<file path="config.mk">
export PLATFORM = sky130hd
export DESIGN_NAME = range_scheduler
export DESIGN_NICKNAME = d
export VERILOG_FILES = /design/src/rtl/range_pkg.sv /design/src/rtl/rr_arbiter.sv /design/src/rtl/range_scheduler.sv
export SDC_FILE = /design/constraint.sdc
export NUM_CORES = 1
export LEC_CHECK = 0
export CORE_UTILIZATION = 35
export CTS_CLUSTER_DIAMETER = 100
export DETAILED_ROUTE_END_ITERATION = 10
export PLACE_DENSITY = 0.75
export SETUP_SLACK_MARGIN = 0.1
export SKIP_LAST_GASP = 1
export SYNTH_ARGS = -nofsm -noshare
export SYNTH_HDL_FRONTEND = slang
export SYNTH_SLANG_ARGS = --single-unit
</file>
<file path="constraint.sdc">
create_clock -name clock -period 6.7 [get_ports clock]
set_clock_uncertainty 0.2 [all_clocks]
set_input_delay 1.34 -clock clock [delete_from_list [all_inputs] [get_ports clock]]
set_output_delay 1.34 -clock clock [all_outputs]
set_load 0.005 [all_outputs]
</file>
<file path="src/rtl/range_pkg.sv">
// Shared types and constants for the range scheduler: FSM state encoding,
// default datapath width and the shortest window the RangeFinder can accept.
package range_pkg;

  typedef enum logic [1:0] {
    IDLE    = 2'd0,
    RUN     = 2'd1,
    CAPTURE = 2'd2,
    REJECT  = 2'd3
  } state_e;

  localparam int DEFAULT_WIDTH = 16;
  localparam int MIN_WIN       = 2;

endpackage

</file>
<file path="src/rtl/rr_arbiter.sv">
// Round-robin winner selection: searches last+1, last+2, ... with wrap-around
// and returns the first requesting index both one-hot and encoded.
module rr_arbiter #(
  parameter int NREQ = 4,
  parameter int IDW  = $clog2(NREQ)
) (
  input  logic [NREQ-1:0] req_i,
  input  logic [IDW-1:0]  last_i,
  output logic            any_o,
  output logic [IDW-1:0]  id_o,
  output logic [NREQ-1:0] gnt_o
);

  logic           found_s;
  logic [IDW-1:0] cand_s;

  // Rotating priority search starting just after the previous winner
  always_comb begin
    found_s = 1'b0;
    cand_s  = '0;
    id_o    = '0;
    gnt_o   = '0;
    for (int k = 1; k <= NREQ; k++) begin
      cand_s = IDW'((int'(last_i) + k) % NREQ);
      if (!found_s && req_i[cand_s]) begin
        found_s = 1'b1;
        id_o    = cand_s;
      end else begin
        found_s = found_s;
      end
    end
    if (found_s) begin
      gnt_o = NREQ'(1'b1) << id_o;
    end else begin
      gnt_o = '0;
    end
    any_o = found_s;
  end

endmodule

</file>
<file path="src/rtl/range_scheduler.sv">
// Time-shares one RangeFinder between NREQ requesters: round-robin pick,
// stream the window with go/finish framing, return the range tagged by ID.
module range_scheduler
  import range_pkg::*;
#(
  parameter int WIDTH = DEFAULT_WIDTH,
  parameter int NREQ  = 4,
  parameter int LENW  = 8,
  parameter int IDW   = $clog2(NREQ)
) (
  input  logic                       clock,
  input  logic                       reset,
  input  logic [NREQ-1:0]            req,
  input  logic [NREQ-1:0][LENW-1:0]  win_len,
  input  logic [NREQ-1:0][WIDTH-1:0] sample_in,
  output logic [NREQ-1:0]            grant,
  output logic [WIDTH-1:0]           rf_data_in,
  output logic                       rf_go,
  output logic                       rf_finish,
  input  logic [WIDTH-1:0]           rf_range,
  input  logic                       rf_error,
  output logic [WIDTH-1:0]           result,
  output logic [IDW-1:0]             result_id,
  output logic                       result_err,
  output logic                       result_valid
);

  state_e            state_q, state_d;
  logic [IDW-1:0]    id_q, id_d, last_q, last_d;
  logic [LENW-1:0]   len_q, len_d, cnt_q, cnt_d;
  logic [WIDTH-1:0]  result_q, result_d;
  logic [IDW-1:0]    rid_q, rid_d;
  logic              err_q, err_d, valid_q, valid_d;

  logic              win_any_s;
  logic [IDW-1:0]    win_id_s;
  logic [NREQ-1:0]   win_gnt_s;

  rr_arbiter #(.NREQ(NREQ), .IDW(IDW)) u_arb (
    .req_i  (req),
    .last_i (last_q),
    .any_o  (win_any_s),
    .id_o   (win_id_s),
    .gnt_o  (win_gnt_s)
  );

  // Next-state logic and the datapath-facing strobes decoded from state
  always_comb begin
    state_d    = state_q;
    id_d       = id_q;
    len_d      = len_q;
    cnt_d      = cnt_q;
    last_d     = last_q;
    result_d   = result_q;
    rid_d      = rid_q;
    err_d      = err_q;
    valid_d    = 1'b0;
    grant      = '0;
    rf_data_in = '0;
    rf_go      = 1'b0;
    rf_finish  = 1'b0;
    case (state_q)
      IDLE: begin
        if (win_any_s) begin
          id_d   = win_id_s;
          len_d  = win_len[win_id_s];
          last_d = win_id_s;
          cnt_d  = '0;
          // Short windows would raise go and finish together at the RangeFinder
          if (win_len[win_id_s] < LENW'(MIN_WIN)) begin
            state_d = REJECT;
          end else begin
            state_d = RUN;
          end
        end else begin
          state_d = IDLE;
        end
      end
      RUN: begin
        grant      = NREQ'(1'b1) << id_q;
        rf_data_in = sample_in[id_q];
        rf_go      = (cnt_q == '0);
        rf_finish  = (cnt_q == len_q - LENW'(1'b1));
        cnt_d      = cnt_q + LENW'(1'b1);
        if (rf_finish) begin
          state_d = CAPTURE;
        end else begin
          state_d = RUN;
        end
      end
      CAPTURE: begin
        result_d = rf_range;
        err_d    = rf_error;
        rid_d    = id_q;
        valid_d  = 1'b1;
        state_d  = IDLE;
      end
      REJECT: begin
        result_d = '0;
        err_d    = 1'b1;
        rid_d    = id_q;
        valid_d  = 1'b1;
        state_d  = IDLE;
      end
      default: begin
        state_d = IDLE;
      end
    endcase
  end

  // State, pointer and registered result group
  always_ff @(posedge clock) begin
    if (reset) begin
      state_q  <= IDLE;
      id_q     <= '0;
      len_q    <= '0;
      cnt_q    <= '0;
      last_q   <= IDW'(NREQ - 1);
      result_q <= '0;
      rid_q    <= '0;
      err_q    <= 1'b0;
      valid_q  <= 1'b0;
    end else begin
      state_q  <= state_d;
      id_q     <= id_d;
      len_q    <= len_d;
      cnt_q    <= cnt_d;
      last_q   <= last_d;
      result_q <= result_d;
      rid_q    <= rid_d;
      err_q    <= err_d;
      valid_q  <= valid_d;
    end
  end

  assign result       = result_q;
  assign result_id    = rid_q;
  assign result_err   = err_q;
  assign result_valid = valid_q;

  logic unused_s;
  assign unused_s = ^win_gnt_s;

endmodule

</file>
* Word-level counts from Yosys, hierarchy flattened
Cells that the tools add are included.
** Word-level totals
- Register bits :: 42
- Bits in latches :: 0
- RAM bits :: 0
- Bits in read-only memories :: 0
- Input bits :: 119
- Output and inout port bits :: 42
- Logic and storage cells :: 74
- Memories :: 0
** Cells by class
- Add/subtract/negate cells :: 6
- Multiply operators :: 0
- Div/mod/pow operators :: 0
- Order comparisons :: 7
- Equal/unequal tests :: 5
- Shift-type cells :: 1
- Muxes and demuxes :: 33
- Bitwise logic cells :: 0
- Reductions and logical operators :: 13
** Operators by type and width (number)
- $bmux W16 S2 :: 1
- $mux W16 :: 2
- $pmux W16 S2 :: 1
- $lt A2 B3 Y1 const B :: 6
- $bmux W8 S2 :: 1
- $mux W8 :: 2
- $pmux W8 S2 :: 1
- $mux W2 :: 7
- $mux W1 :: 11
- $add A8 B1 Y8 const B :: 1
- $bmux W1 S2 :: 4
- $eq A8 B8 Y1 :: 1
- $logic_not A8 Y1 :: 1
- $lt A8 B2 Y1 const B :: 1
- $sub A8 B1 Y8 const B :: 1
- $pmux W2 S3 :: 1
- $add A2 B1 Y2 const B :: 2
- $add A2 B2 Y2 const B :: 2
- $eq A2 B2 Y1 const B :: 2
- $mux W4 :: 1
- $reduce_and A2 Y1 :: 2
- $reduce_bool A2 Y1 :: 2
- $shl A1 B2 Y4 const A :: 1
- $logic_and A1 B1 Y1 :: 3
- 6 further kinds :: 8

* Depth between registers and ports, before layout
Gate-level depths: netlist (run 1).
- Depth in word-level cells :: 19
- Mapped depth :: 8
- Gate-level depth less buffers :: 8

* Modules after synthesis
From an unflattened synthesis (run 1), not the netlist that was laid out.
** Second synthesis, totals
- Cells, all modules :: 318
- Area, all modules :: 2866.5 um^2
** Modules (own cells, without submodules)
- range_scheduler :: times used 1, cells each 288, area an instance 2665.1 um^2
- rr_arbiter :: times used 1, cells each 30, area an instance 201.4 um^2

* Worst setup path before layout (run 1)
Ideal clock, no wire load.
- Path kind :: input to output
- From :: input port sample_in[48] (netlist bit)
- To :: output port rf_data_in[0]
- Arrival time :: 1941 ps
- Data required time :: 5160 ps
- Setup slack :: 3219 ps
- Stages on the path :: 2
- Cell sequence :: mux4_2 -> and2_1
** Between the ends
- Longest elaborated chain between the ends :: 3
** RTL lines
- start, declared :: line range_scheduler.sv:15 : input logic [NREQ-1:0][WIDTH-1:0] sample_in,
- $bmux W16 S2 :: line range_scheduler.sv:81 : rf_data_in = sample_in[id_q];
- $mux W16 (implied by the code) :: line range_scheduler.sv:81
- $mux W16 :: line range_scheduler.sv:62 : case (state_q)
- end, declared :: line range_scheduler.sv:17 : output logic [WIDTH-1:0] rf_data_in,
No other way between the ends. The select of a mux whose other input is x is not followed.

* Worst setup path after layout (run 1)
- From :: register len_q[0]
- To :: output port rf_finish
** Between the ends
- Longest elaborated chain between the ends :: 3
** RTL lines
- start, declared :: line range_scheduler.sv:30 : logic [LENW-1:0] len_q, len_d, cnt_q, cnt_d;
- start signal, assigned :: line range_scheduler.sv:126 : len_q <= len_d;
- $sub A8 B1 Y8 :: line range_scheduler.sv:83 : rf_finish = (cnt_q == len_q - LENW'(1'b1));
- $eq A8 B8 Y1 :: line range_scheduler.sv:83
- $mux W1 :: line range_scheduler.sv:62
- end, declared :: line range_scheduler.sv:19 : output logic rf_finish,
No other way between the ends.

==> impl_metrics.csv, run 1 <==
group,metric,value,unit
drt,highest_layer,"met4",
synth,synth_most_common_cell,"dfxtp_1",
drt,ant_nets,0,
layout,final_core_util,59.36,%
synth,ys.flop_type,"dfxtp_1",
layout,post_route_cells_drive_above_1_share,9.395,%
worst_setup_path,critPathMaxStageDelay,500,ps
layout,multi_input_area,0.001833,mm²
clocking,cts_setup_buffers,0,
drt,vias,2971,
clocking,postCtsResizedCells,0,
floorplan,io_pins,161,
placed_design,gp_congestion,0.8017,
layout,fin_cells,581,
worst_hold_path,hold_path_class,"flop to flop",
grt,grt_util_all_layers,19.30,%
clocking,cts_made_buffers,5,
timing,tns,0,ps
synth,synthTopCellsByArea,"dfxtp_1 30%, mux4_2 13%, a21oi_1 6.1%",
timing,tightestPinTransition,1159,ps
drt,drt-met1-wl,3457,µm
synth,synth_top_area_share,30.12,%
run,cap_violations,0,
layout,fill_cells,686,
synth,syn_avg_cell_area,8.485,µm²
floorplan,die_h,91.31,µm
drt,wl_met2,3999,µm
layout,seqCellArea,840.8,µm²
clocking,clock-sinks,42,
outcome,status,"finished, final reports clean",
power,ir_worst_vdd,121.5,µV
power,net-switching-power,235.3,µW
floorplan,core_area,0.007727,mm²
power,power_density,176.2,mW/mm²
worst_setup_path,crit_fanout,5,
timing,min_period,4476,ps
power,combPwrFrac,39.3,%
layout,diodes,0,
placed_design,io_buffers,160,
grt,grt_pass1_vias,2795,
timing,relSlewSlack,22.57,%
synth,async_flop_share,0,%
worst_setup_path,path_cells,"inv_1 -> ha_1 -> or3b_2 -> o31a_1 -> a311oi_1 -> o211ai_1 -> or2_1 -> inv_1 -> clkdlybuf4s50_1",
drt,wl,8127,µm
power,clkPwrFrac,24.3,%
floorplan,rows,32,
timing,finalSetupViolCount,0,
drt,drt-initial-drc-count,146,
timing,hold_viol_final,0,
grt,grt_pass1_wl,13170,µm
floorplan,start_util,36.12,%
synth,synth_warnings,0,
drt,via_per_inst,5.114,
clocking,clockBufferDepth,2,
power,p_int,573.0,µW
worst_setup_path,arrival,2940,ps
clocking,htreeDepth,2,
worst_setup_path,crit_top_cell,"inv_1",
drt,drc,0,
clocking,insertion_delay,300,ps
drt,met3_length,553,µm
timing,fmax,223.4,MHz
worst_setup_path,crit_path_top_delay_cell,"or3b_2",
floorplan,die_area,0.008337,mm²
placed_design,place_inst,573,
timing,rsz0062_at_grt,"false",
synth,syn_area,0.002791,mm²
worst_setup_path,start_kind,"flop",
drt,wl_per_cell,13.99,µm
worst_setup_path,cp_data_required_time,5160,ps
synth,synth_cells,329,
synth,syn_nets,451,
layout,synthToLayoutAreaGrowth,64.32,%
placed_design,dp_hpwl,6363,µm
placed_design,post_dp_cell_area,0.004478,mm²
clocking,cts.clk_slew.worst_paths,70,ps
worst_setup_path,crit_type,"flop to output pin",
grt,grt_max_degree,43,
clocking,root_buffer,"clkbuf_8",
floorplan,die_x,91.31,µm
power,p_leak,0.001676,µW
power,seq_power_share,36.4,%
layout,postLayoutCellArea,0.004587,mm²
synth,yosys-top-cells-count,"42 x dfxtp_1, 39 x nor2_1, 34 x a21oi_1",
grt,overflow,0,
clocking,hold_buffers,0,
synth,synth_top_cell_by_area,"dfxtp_1",
layout,nets,600,
worst_setup_path,critPathCaptureType,"output pin",
grt,antenna_found_initial,0,
worst_setup_path,regToRegSetupSlack,4150,ps
synth,synth_edf_count,0,
worst_setup_path,crit_family,"simple AND/OR/NAND/NOR gates",
synth,ys_seq_elements,42,
synth,ys_types,46,
clocking,cts_tree,"yes",
power,sw_frac_of_total,29.11,%
synth,synth_seq_area_share,30.12,%
timing,drv_slew,0,
drt,drt_pass1_iterations,4,
worst_setup_path,crit_buf_inv,3,
timing,min_period_over_period,66.81,%
power,p_total,808.3,µW
layout by cell type, fill, tap and decap left out, drive strengths merged, types with 2 or more instances in the layout:
cell type	count
nor3b	2
nor3	8
nand3b	2
mux2i	9
a22oi	2
nor2	39
mux4	16
dfxtp	42
a311oi	3
nor4b	2
xor2	5
inv	8
ha	3
clkbuf	5
a211oi	2
nand3	5
clkdlybuf4s50	160
or4	4
and3	4
o21ai	5
or3b	2
buf	6
nand2	23
and2	16
xnor2	3
nor4	7
nand2b	5
a21oi	35
clkinv	2
o31a	3
nor2b	19
o211ai	11
mux2	8
or2	3
sequential cells by signal, indices dropped and copies added (netlist names):
register,cells
cnt_q,8
id_q,2
last_q,2
len_q,8
result,16
result_err,1
result_id,2
result_valid,1
state_q,2
worst min-delay path, cell delays in order (launching register included):
cell	delay [ps]
dfxtp_1	330
nand2_1	60
a21oi_1	50
per-stage QoR:
| step | hold slack, ps | worst slack (ps) |
|---|---|---|
| after detailed placement | 277.9 | 2328 |
| after global placement | 261.7 | 2328 |
| after floorplan | 249.6 | 3219 |
| final | 282.6 | 2224 |
| after global routing | 324.0 | 2100 |
| after CTS | 287.8 | 2229 |
power groups by stage:
stage	sequential (µW)	combinational [µW]	clock, µW
3_3_place_gp	299	313	0
3_5_place_dp	300	319	0
2_1_floorplan	287	184	0
4_1_cts	294	320	201
5_1_grt	299	347	213
6_report	294	318	196
layer usage:
layer	vias up	global-route usage (%)
met5	-	0
met4	0	5.556
met3	10	3.601
met2	133	34.47
met1	1345	23.48
li1	1483	-
layout make-up:
type                            count  share of cell area (%)
Sequential cell                    42                   18.33
Inverter                            8                  0.6547
Multi-Input combinational cell    255                   39.96
Clock buffer                        5                   1.500
Clock inverter                      3                  0.8729
Timing Repair Buffer              166                   35.90
Tap cell                          102                   2.782
path summary, 6_finish.rpt:
check              from          to  cells past startpoint
min            len_q[7]    len_q[7]                      2
max reg2reg  state_q[1]  state_q[1]                      7
min reg2reg    len_q[7]    len_q[7]                      2
max            len_q[0]   rf_finish                      9
cells by family (layout without fill, tap and decap cells):
group                      Yosys count  in the layout  share of synthesized area, %
DFF                                 42             42                         30.12
muxes                               33             33                         19.36
xor gates and xnor gates             8              8                         2.510
and+or+nand+nor                    143            143                         26.89
AOI/OAI and AO/OA                   68             68                         15.33
buffers and inverters               32            182                         4.438
adders and majority gates            3              3                         1.345
Power figures use the tool's default switching activity.
==> run 2: changes to the inputs <==
Clock period 6.7 ns to 4.3 ns, I/O delays scaled along.
==> run 2 against run 1 <==
Non-clock buffer count is the same. Sequential power grew 55%. Worst setup slack got worse by 1900 ps. Via count grew 0.77%. Wire length decreased by 0.31%. Total power increased by 56%. First-iteration DRC count up 11%. Largest cell class unchanged.
==> impl_metrics.csv, run 2 (synthesis results as in run 1) <==
group,metric,value,unit
layout,diodes,0,
outcome,status,"finished, final reports clean",
drt,vias,2994,
grt,top_usage_layer,"met2",
worst_setup_path,crit_top_cell,"inv_1",
clocking,cts_tree,"yes",
grt,grt_max_degree,43,
layout,layout_commonest_cell,"clkdlybuf4s50_1",
power,net-switching-power,367.7,µW
drt,ant_nets,0,
floorplan,start_util,36.12,%
grt,antenna_found_initial,0,
clocking,cts_made_buffers,5,
clocking,cts.clk_slew.worst_paths,70,ps
power,p_int,895.1,µW
power,power_density,275.2,mW/mm²
power,clkPwrFrac,24.5,%
worst_setup_path,crit_type,"flop to output pin",
clocking,clock-sinks,42,
worst_setup_path,crit_fanout,5,
layout,postLayoutCellArea,0.004588,mm²
floorplan,core_area,0.007727,mm²
grt,grt_util_all_layers,19.88,%
timing,fmax,252.2,MHz
layout,fill_cells,677,
run,cap_violations,0,
worst_setup_path,arrival,2910,ps
layout,final_cell_mix,"160 x clkdlybuf4s50_1, 42 x dfxtp_1, 39 x nor2_1",
drt,via_per_inst,5.153,
clocking,cts_setup_buffers,0,
worst_setup_path,crit_path_top_delay_cell,"clkdlybuf4s50_1",
timing,finalSetupViolCount,0,
clocking,postCtsResizedCells,0,
clocking,htreeDepth,2,
worst_hold_path,hold_path_class,"flop to flop",
timing,rsz0062_at_grt,"false",
clocking,hold_buffers,0,
placed_design,gp_congestion,0.8402,
grt,grt_pass1_vias,2897,
placed_design,post_dp_cell_area,0.004478,mm²
worst_setup_path,path_cells,"inv_1 -> ha_1 -> or3b_2 -> o31a_1 -> a311oi_1 -> o211ai_1 -> or2_1 -> inv_1 -> clkdlybuf4s50_1",
timing,relSlewSlack,21.15,%
layout,synthToLayoutAreaGrowth,64.37,%
drt,drt-initial-drc-count,162,
floorplan,die_area,0.008337,mm²
layout,largest_reg_flops,16,
placed_design,dp_hpwl,6440,µm
power,combPwrFrac,39.3,%
drt,wl,8102,µm
clocking,clockBufferDepth,2,
power,sw_frac_of_total,29.12,%
grt,grtUsageMet1,22.90,%
floorplan,rows,32,
timing,min_period,3966,ps
grt,grt_pass1_wl,13480,µm
timing,tns,0,ps
layout,post_route_cells_drive_above_1_share,9.186,%
placed_design,place_inst,573,
timing,hold_viol_final,0,
floorplan,io_pins,161,
worst_setup_path,cp_data_required_time,3240,ps
power,ir_worst_vdd,146.9,µV
drt,wl_per_cell,13.94,µm
timing,drv_slew,0,
worst_setup_path,critPathCaptureType,"output pin",
clocking,root_buffer,"clkbuf_8",
worst_setup_path,critPathMaxStageDelay,500,ps
layout,fin_cells,581,
floorplan,die_x,91.31,µm
floorplan,die_h,91.31,µm
timing,tightestPinTransition,1180,ps
placed_design,io_buffers,160,
grt,overflow,0,
power,p_leak,0.001669,µW
clocking,insertion_delay,300,ps
worst_setup_path,start_kind,"flop",
layout,nets,600,
drt,drt_pass1_iterations,4,
grt,use_met2,37.25,%
grt,met3_usage,3.601,%
power,seq_power_share,36.2,%
drt,drc,0,
timing,min_period_over_period,92.23,%
-- run 2: metal layers --
layer | part of all wire (%) | up-vias
li1 | - | 1477
met2 | 51 | 122
met1 | 41 | 1388
met3 | 6.6 | 7
met4 | 1.2 | 0
met5 | 0 | -
-- run 2: critical path: cells and delay by family, from the launching register on --
kind / cells / cell delay, ps
simple gates: 2 / 760
compound gates: 3 / 650
buf+inv: 3 / 640
flops: 1 / 360
fa+ha+maj: 1 / 200
-- run 2: final cells by class --
cell class              count  area (µm²)  share of cell area [%]
flip-flops and latches     42       840.8                   18.33
multi-input cells         255        1833                   39.95
inverters                   8       30.03                  0.6545
clock buffers               6       72.57                   1.582
repair buffers            166        1647                   35.89
well taps                 102       127.6                   2.782
clock inverters             2       37.54                  0.8181
-- run 2: final timing paths --
path	startpoint	end	slack, ps	depth (start not counted)
setup / recovery	len_q[0]	rf_finish	330	9
hold / removal	len_q[7]	len_q[7]	290	2
setup reg to reg	state_q[1]	result_err	1750	4
hold reg to reg	len_q[7]	len_q[7]	290	2
-- run 2: power by group through the flow --
stage	Combinational [µW]	Clock (µW)	Sequential (µW)
4_1_cts	501	321	458
3_5_place_dp	499	0	467
6_report	496	309	457
5_1_grt	542	336	465
3_3_place_gp	490	0	466
2_1_floorplan	287	0	447
-- run 2: stage by stage --
stage / setup WS, ps / util (%) / hold slack, ps / total power (µW)
after detailed placement: 659.5 / 57.95 / 279.0 / 966.6
final: 334.2 / 59.38 / 285.4 / 1263
after global routing: 187.4 / 59.38 / 319.6 / 1343
after global placement: 734.9 / 57.95 / 260.2 / 955.5
after floorplan: 1302 / - / 249.6 / 734.1
after CTS: 319.6 / 59.38 / 289.8 / 1281
